**config.mk**
```make
export PLATFORM = sky130hd
export DESIGN_NAME = mux16_rr_scheduler
export DESIGN_NICKNAME = d
export VERILOG_FILES = /design/src/rtl/mux_sched_pkg.sv /design/src/rtl/mux16_rr_scheduler_rr_pick.sv /design/src/rtl/mux16_rr_scheduler.sv
export SDC_FILE = /design/constraint.sdc
export NUM_CORES = 1
export LEC_CHECK = 0
export CORE_UTILIZATION = 35
export CTS_CLUSTER_SIZE = 16
export DETAILED_ROUTE_END_ITERATION = 6
export GPL_TIMING_DRIVEN = 0
export MAX_ROUTING_LAYER = met4
export PLACE_DENSITY = 0.67
export SYNTH_ARGS = -nofsm -noshare
export SYNTH_HDL_FRONTEND = slang
export SYNTH_SLANG_ARGS = --single-unit
export TNS_END_PERCENT = 5
```
**constraint.sdc**
```tcl
create_clock -name clk -period 3.7 [get_ports clk]
set_clock_uncertainty 0.15 [all_clocks]
set_input_delay 0.74 -clock clk [delete_from_list [all_inputs] [get_ports clk]]
set_output_delay 0.74 -clock clk [all_outputs]
set_load 0.05 [all_outputs]
```
**src/rtl/mux_sched_pkg.sv**
```systemverilog
// Shared types and default sizing for the 16:1 round-robin mux scheduler.
package mux_sched_pkg;

    typedef enum logic {
        IDLE  = 1'b0,
        GRANT = 1'b1
    } state_t;

    localparam int unsigned N_REQ_DEF     = 16;
    localparam int unsigned SEL_W_DEF     = 4;
    localparam int unsigned BURST_LEN_DEF = 4;

endpackage

```
**src/rtl/mux16_rr_scheduler_rr_pick.sv**
```systemverilog
// Combinational round-robin pick: the first set request after last_ptr, wrapping modulo N_REQ.
module rr_pick
    import mux_sched_pkg::*;
#(
    parameter int unsigned N_REQ = N_REQ_DEF,
    parameter int unsigned SEL_W = SEL_W_DEF
) (
    input  logic [N_REQ-1:0] req,
    input  logic [SEL_W-1:0] last_ptr,
    output logic [SEL_W-1:0] winner,
    output logic             any_req
);

    logic [SEL_W-1:0] start;
    logic [N_REQ-1:0] rot;
    logic [SEL_W-1:0] off;
    logic [SEL_W:0]   sum;

    always_comb begin
        start = (last_ptr == SEL_W'(N_REQ - 1)) ? '0 : last_ptr + SEL_W'(1);
        // rot[0] is the request at index start, so the lowest set bit is the next in turn
        rot   = N_REQ'({req, req} >> start);
        off   = '0;
        for (int unsigned i = 0; i < N_REQ; i++) begin
            if (rot[N_REQ-1-i]) begin
                off = SEL_W'(N_REQ - 1 - i);
            end
        end
        sum     = {1'b0, start} + {1'b0, off};
        winner  = (sum >= (SEL_W+1)'(N_REQ)) ? SEL_W'(sum - (SEL_W+1)'(N_REQ)) : sum[SEL_W-1:0];
        any_req = |req;
    end

endmodule

```
**src/rtl/mux16_rr_scheduler.sv**
```systemverilog
// Round-robin sequencer sharing one mux16x1 channel among 16 requesters.
// Define MUX_SCHED_BURST_EN to allow up to BURST_LEN back-to-back beats per grant.
module mux16_rr_scheduler
    import mux_sched_pkg::*;
#(
    parameter int unsigned N_REQ     = N_REQ_DEF,
    parameter int unsigned SEL_W     = SEL_W_DEF,
    parameter int unsigned BURST_LEN = BURST_LEN_DEF
) (
    input  logic             clk,
    input  logic             rst_n,
    input  logic [N_REQ-1:0] req,
    output logic [N_REQ-1:0] ack,
    output logic [SEL_W-1:0] sel,
    output logic             out_valid,
    input  logic             out_ready,
    output logic             busy
);

    if (SEL_W != $clog2(N_REQ) || BURST_LEN < 1) begin : g_bad_cfg
        $error("mux16_rr_scheduler: inconsistent N_REQ/SEL_W/BURST_LEN");
    end

    state_t           state_q, state_d;
    logic [SEL_W-1:0] sel_d;
    logic [SEL_W-1:0] last_q, last_d;
    logic [SEL_W-1:0] winner;
    logic             any_req;

    rr_pick #(
        .N_REQ (N_REQ),
        .SEL_W (SEL_W)
    ) u_pick (
        .req      (req),
        .last_ptr (last_q),
        .winner   (winner),
        .any_req  (any_req)
    );

`ifdef MUX_SCHED_BURST_EN
    localparam int unsigned CNT_W = $clog2(BURST_LEN) + 1;
    logic [CNT_W-1:0] cnt_q, cnt_d;

    always_ff @(posedge clk or negedge rst_n) begin
        if (!rst_n) cnt_q <= '0;
        else        cnt_q <= cnt_d;
    end
`endif

    always_ff @(posedge clk or negedge rst_n) begin
        if (!rst_n) begin
            state_q <= IDLE;
            sel     <= '0;
            last_q  <= SEL_W'(N_REQ - 1);
        end else begin
            state_q <= state_d;
            sel     <= sel_d;
            last_q  <= last_d;
        end
    end

    always_comb begin
        state_d = state_q;
        sel_d   = sel;
        last_d  = last_q;
`ifdef MUX_SCHED_BURST_EN
        cnt_d   = cnt_q;
`endif
        unique case (state_q)
            IDLE: begin
                if (any_req) begin
                    state_d = GRANT;
                    sel_d   = winner;
`ifdef MUX_SCHED_BURST_EN
                    cnt_d   = '0;
`endif
                end
            end
            GRANT: begin
                if (!req[sel]) begin
                    state_d = IDLE;
                    last_d  = sel;
                end else if (out_ready) begin
`ifdef MUX_SCHED_BURST_EN
                    // A withdrawn request during a burst ends it via the abort branch above
                    if (cnt_q < CNT_W'(BURST_LEN - 1)) begin
                        cnt_d = cnt_q + CNT_W'(1);
                    end else begin
                        state_d = IDLE;
                        last_d  = sel;
                    end
`else
                    state_d = IDLE;
                    last_d  = sel;
`endif
                end
            end
            default: state_d = IDLE;
        endcase
    end

    always_comb begin
        busy      = (state_q == GRANT);
        out_valid = busy & req[sel];
        ack       = '0;
        if (out_valid && out_ready) begin
            ack[sel] = 1'b1;
        end
    end

endmodule

```
Word-level counts from Yosys, hierarchy flattened
Cells that the tools add are included.
- register bits: 9
- input bits: 19
- output and inout port bits: 22
- word-level logic and storage cells: 48
- add/sub/neg operators: 3
- order comparisons: 3
- eq/ne operators: 2
- shift operators: 1
- muxes and demuxes: 29
- bitwise logic cells: 2
- reductions and logical operators: 5
- operators by type and width (cell ; number):
    4-bit 2-to-1 mux ; 20
    32-bit by 4-bit right shift with 16-bit output ; 1
    16-bit 2-to-1 mux ; 1
    16-bit OR reduction ; 1
    4-bit by 4-bit adder with 5-bit output ; 1
    5-bit >= comparator, second input constant ; 1
    4-bit by 5-bit < comparator with 1-bit output, second input constant ; 1
    1-bit 2-to-1 mux ; 5
    4-bit by 1-bit adder with 4-bit output, second input constant ; 1
    1-bit binary-select mux with 4-bit select ; 1
    1-bit demux with 4-bit select ; 1
    4-bit equality test, second input constant ; 1
    4-bit by 1-bit >= comparator with 1-bit output, second input constant ; 1
    2-bit AND reduction ; 2
    4-bit by 1-bit subtractor with 4-bit output, second input constant ; 1
    1-bit logical AND ; 2
    2-bit inequality test, second input constant ; 1
    1-bit case mux with 2 select lines ; 1
    1-bit bitwise AND ; 1
    1-bit inverter ; 1

Logic depth before layout (Yosys ltp)
- word-level depth: 22
- gate-level depth with buffers: 16

By module
Synthesis repeated with hierarchy kept, for this count alone.
- cells, all modules: 195
- area total of the unflattened synthesis: 2082.0 um^2
- modules (own cells, without submodules) (module ; times used ; cells an instance ; area each (um^2) ; seq. area each (um^2)):
    rr_pick ; 1 ; 114 ; 1312.5 ; 0.0
    mux16_rr_scheduler ; 1 ; 81 ; 769.5 ; 230.2

Least setup slack after synthesis
No wires, ideal clock.
- path kind: register to output
- from: reg sel[1]
- to: out ack[0]
- arrival: 3640 ps
- required time: 2810 ps
- slack: -830 ps
- cell stages (with the launch flop): 8
- buffers on the path: 2
- cell sequence: dfrtp_1 -> buf_2 -> mux4_2 -> mux4_2 -> and2_1 -> clkbuf_1 -> or4b_1 -> nor3_1
- longest elaborated chain between the ends: 5
- elaborated cells on any way between the ends: 10
- those cells by class: order compare (2); mux (5); bitwise (1); reduce/logical (2)
- RTL lines (element ; line ; RTL):
    start, declared ; mux16_rr_scheduler.sv:14 ; output logic [SEL_W-1:0] sel,
    start signal, assigned ; mux16_rr_scheduler.sv:57 ; sel <= sel_d;
    1-bit binary-select mux with 4-bit select ; mux16_rr_scheduler.sv:104 ; out_valid = busy & req[sel];
    1-bit 2-to-1 mux (implied by the code) ; mux16_rr_scheduler.sv:104 ;
    1-bit bitwise AND ; mux16_rr_scheduler.sv:104 ;
    net out_valid ; mux16_rr_scheduler.sv:15 ; output logic out_valid,
    1-bit logical AND ; mux16_rr_scheduler.sv:106 ; if (out_valid && out_ready) begin
    16-bit 2-to-1 mux ; mux16_rr_scheduler.sv:106 ;
    end, declared ; mux16_rr_scheduler.sv:13 ; output logic [N_REQ-1:0] ack,
The timed path passes the listed nets, and every way through them passes these cells. The select of a mux whose other input is x is not followed.

Worst setup path after layout
- from: reg last_q[1]
- to: reg sel[3]
- longest elaborated chain between the ends: 22
- elaborated cells on any way between the ends: 24
- those cells by class: add/sub (3); order compare (1); eq/ne (1); shift (1); mux (18)
- RTL lines (element ; line ; RTL):
    start, declared ; mux16_rr_scheduler.sv:26 ; logic [SEL_W-1:0] last_q, last_d;
    start signal, assigned ; mux16_rr_scheduler.sv:54 ; last_q <= SEL_W'(N_REQ - 1);
    start signal, assigned ; mux16_rr_scheduler.sv:58 ; last_q <= last_d;
    4-bit by 1-bit adder with 4-bit output / 4-bit equality test (equally long branches) ; mux16_rr_scheduler_rr_pick.sv:20 ; start = (last_ptr == SEL_W'(N_REQ - 1)) ? '0 : last_ptr + SEL_W'(1);
    4-bit 2-to-1 mux * ; mux16_rr_scheduler_rr_pick.sv:20 ;
    32-bit by 4-bit right shift with 16-bit output ; mux16_rr_scheduler_rr_pick.sv:22 ; rot = N_REQ'({req, req} >> start);
    4-bit 2-to-1 mux (16 in a row) ; mux16_rr_scheduler_rr_pick.sv:25 ; if (rot[N_REQ-1-i]) begin
    4-bit by 4-bit adder with 5-bit output * ; mux16_rr_scheduler_rr_pick.sv:29 ; sum = {1'b0, start} + {1'b0, off};
    4-bit by 1-bit subtractor with 4-bit output / 5-bit >= comparator (equally long branches) ; mux16_rr_scheduler_rr_pick.sv:30 ; winner = (sum >= (SEL_W+1)'(N_REQ)) ? SEL_W'(sum - (SEL_W+1)'(N_REQ)) : sum[SEL_W-1:0];
    4-bit 2-to-1 mux * ; mux16_rr_scheduler_rr_pick.sv:30 ;
Mark *: on every way between the ends. The rest lies on a longest branch, timed or not.
A chain may end at the register's enable or synchronous reset.

==> results.md <==
- # H-tree levels: 1
- Vias in the first global route: 1624
- Final wirelength: 4890 µm
- WP data required: 3.66 ns
- M1 WL: 2190 µm
- Tmin final: 3.92 ns
- Final slew viol count: 0
- Fraction of registers with async set/reset: 1.00
- Place WS: -0.884 ns
- Num rows: 25
- Clock Tree Buf Depth: 2
- DR vias/cell: 5.98
- Clock Sinks: 9
- Initial antenna violation count: 0
- Commonest cells after routing, fill and taps aside: mux4_2 (20), mux2i_1 (20), clkbuf_2 (14), buf_2 (13), mux2_2 (13)
- Largest net degree at the start of global routing: 11
- Worst-margin pin slew: 0.644 ns
- Yosys top cell area share: 0.225
- Area of the multi-input gates: 1640 µm²
- GRT overflow: 0
- Crit Path Max Fanout: 10
- DIE AREA: 5440 µm²
- Antenna viol nets, final: 0
- Mean Syn Cell Area: 10.5 µm²
- Met2 WL: 2340 µm
- DIE HEIGHT: 73.8 µm
- Antenna Cells: 0
- Setup repair after global routing missed its margin: true
- Area contributors post-synth: mux4_2 (22%), mux2i_1 (16%), mux2_2 (8.1%)
- Critical Path AT: 3.88 ns
- I/O Pins: 41
- Number of I/O port buffers: 40
- Final period util: 1.06
- DR iter-0 viols: 67
- Fin. Hold Viols: 0
- Final setup fails: 1
- Router iterations before antenna repair: 4
- CTS tree: built
- Yosys reg bits: 9
- Syn nets: 196
- Die Width: 73.8 µm
- Max Cap Viol: 0
- Critical path class: reg2reg
- Max Clock Freq: 255 MHz
- Worst relative slew slack: 0.571
- HPWL Detailed: 3800 µm
- DRC violations left: 0
- Most used flip-flop cell after synthesis: dfrtp_1
- Total CTS buffers: 3
- Status: finished with violations
- Layout cells sized above 1: 0.509
- Setup ws final: -0.217 ns
- Yosys top cell by area: mux4_2
- Netlist Area Pre-Place: 1800 µm²
- WL met3: 301 µm
- Synth-to-layout area growth: 35.8%
- Layout fillers: 448
- Via Count: 1729
- Ys Warns: 0
- R2R setup slack: -0.22 ns
- Sequential element share of the synthesized area: 0.128
- DR top layer: met4
- # nets final: 247
- Worst Setup End Kind: flip-flop
- Global-route wire length before repair: 7820 µm
- Synthesized instance count: 172
- Clock transition at path regs: 0.05 ns
- Starting Density: 0.372
- Post-synth EDFFs: 0
- Overall routing resource usage: 0.194
- WL per Instance: 16.9 µm
- Seq. cell area: 230 µm²
- Gp weighted congestion: 0.834
- Clock latency on the worst-skew pair: 0.24 ns
- Post-synthesis cell type count: 47
- Violated checks: negative setup slack
- Hold Crit Class: reg2reg
- Core ar.: 4850 µm²
- Startpoint Class: flip-flop
- Root Driver: clkbuf_8
sequential cells by signal, summed over array words and instances (netlist names):
signal,flops
sel,4
last_q,4
busy,1
stage by stage:
stage / hold WS (ns) / utilization / instances / TNS, ns / cell area [µm²]
after floorplan: 0.294 / - / 172 / -0.173 / 1860
after global placement: 0.480 / 0.484 / 279 / -13.85 / 2350
after detailed placement: 0.491 / 0.484 / 279 / -13.89 / 2350
after CTS: 0.498 / 0.501 / 288 / -0.211 / 2430
after global routing: 0.506 / 0.505 / 289 / -0.726 / 2450
final: 0.497 / 0.505 / 289 / -0.217 / 2450
worst max-delay path, cell delays in order (launching register included):
cell,delay [ns]
dfstp_2,0.57
ha_4,0.23
buf_12,0.15
mux2i_2,0.17
mux4_2,0.53
nor3b_4,0.19
nor4b_4,0.29
o2111ai_2,0.14
a311oi_2,0.35
ha_1,0.28
a21o_1,0.17
a21oi_2,0.15
xnor2_2,0.13
nor2_1,0.06
o2111ai_1,0.10
o211ai_1,0.11
path summary, 6_finish.rpt:
kind	cells past startpoint	endpoint	from
max in group asynchronous	1	last_q[3]	rst_n
hold / removal	1	last_q[3]	last_q[3]
hold reg to reg	1	last_q[3]	last_q[3]
min in group asynchronous	1	busy	rst_n
setup / recovery	15	sel[3]	last_q[1]
setup reg to reg	15	sel[3]	last_q[1]
cell usage after synthesis, drive strengths merged, types with 2 or more instances:
| cell | count |
|---|---|
| ha | 4 |
| nand2 | 11 |
| nand3b | 2 |
| a21oi | 2 |
| nor4 | 6 |
| a21o | 3 |
| a311oi | 2 |
| mux4 | 21 |
| mux2i | 28 |
| a21boi | 2 |
| nor3 | 5 |
| nor2 | 15 |
| o2111ai | 2 |
| nand2b | 4 |
| o211ai | 3 |
| dfrtp | 5 |
| clkbuf | 3 |
| buf | 9 |
| dfstp | 4 |
| inv | 4 |
| mux2 | 13 |
| nand4b | 3 |
| o21ai | 3 |
| xnor2 | 3 |
final cells by class:
cell class / count / area share
Buffer: 12 / 0.0358
Inverter: 4 / 0.00715
Tap cell: 67 / 0.0342
Multi-Input combinational cell: 147 / 0.668
Sequential cell: 9 / 0.0940
Timing Repair Buffer: 46 / 0.142
Clock buffer: 3 / 0.0169
Clock inverter: 1 / 0.00204
metal layers:
layer	GRT usage	up-vias
li1	-	796
met3	0.0219	6
met1	0.265	850
met4	0.0385	0
met5	-	-
met2	0.311	77
repair_timing:
item | 4_1_cts | 5_1_grt
pin swaps | 7 | 7
endpoints found under the setup margin | 20 | 19
gates resized for setup | 123 | 41
hold buffers | 0 | 0
setup buffers | 5 | 1
kinds of logic (layout without fill, tap and decap cells):
logic type / after synthesis / count (layout) / synth area share
flip-flops: 9 / 9 / 0.128
adder cells (fa/ha/maj): 5 / 5 / 0.0389
buffers and inverters: 16 / 66 / 0.0444
AND/OR/NAND/NOR: 54 / 54 / 0.169
AO/OA/AOI/OAI: 23 / 23 / 0.0999
multiplexers: 62 / 62 / 0.505
XOR/XNOR: 3 / 3 / 0.0146
Power is not shown: default switching activity piles up to over one toggle a cycle in this logic, so the estimate is an artifact.
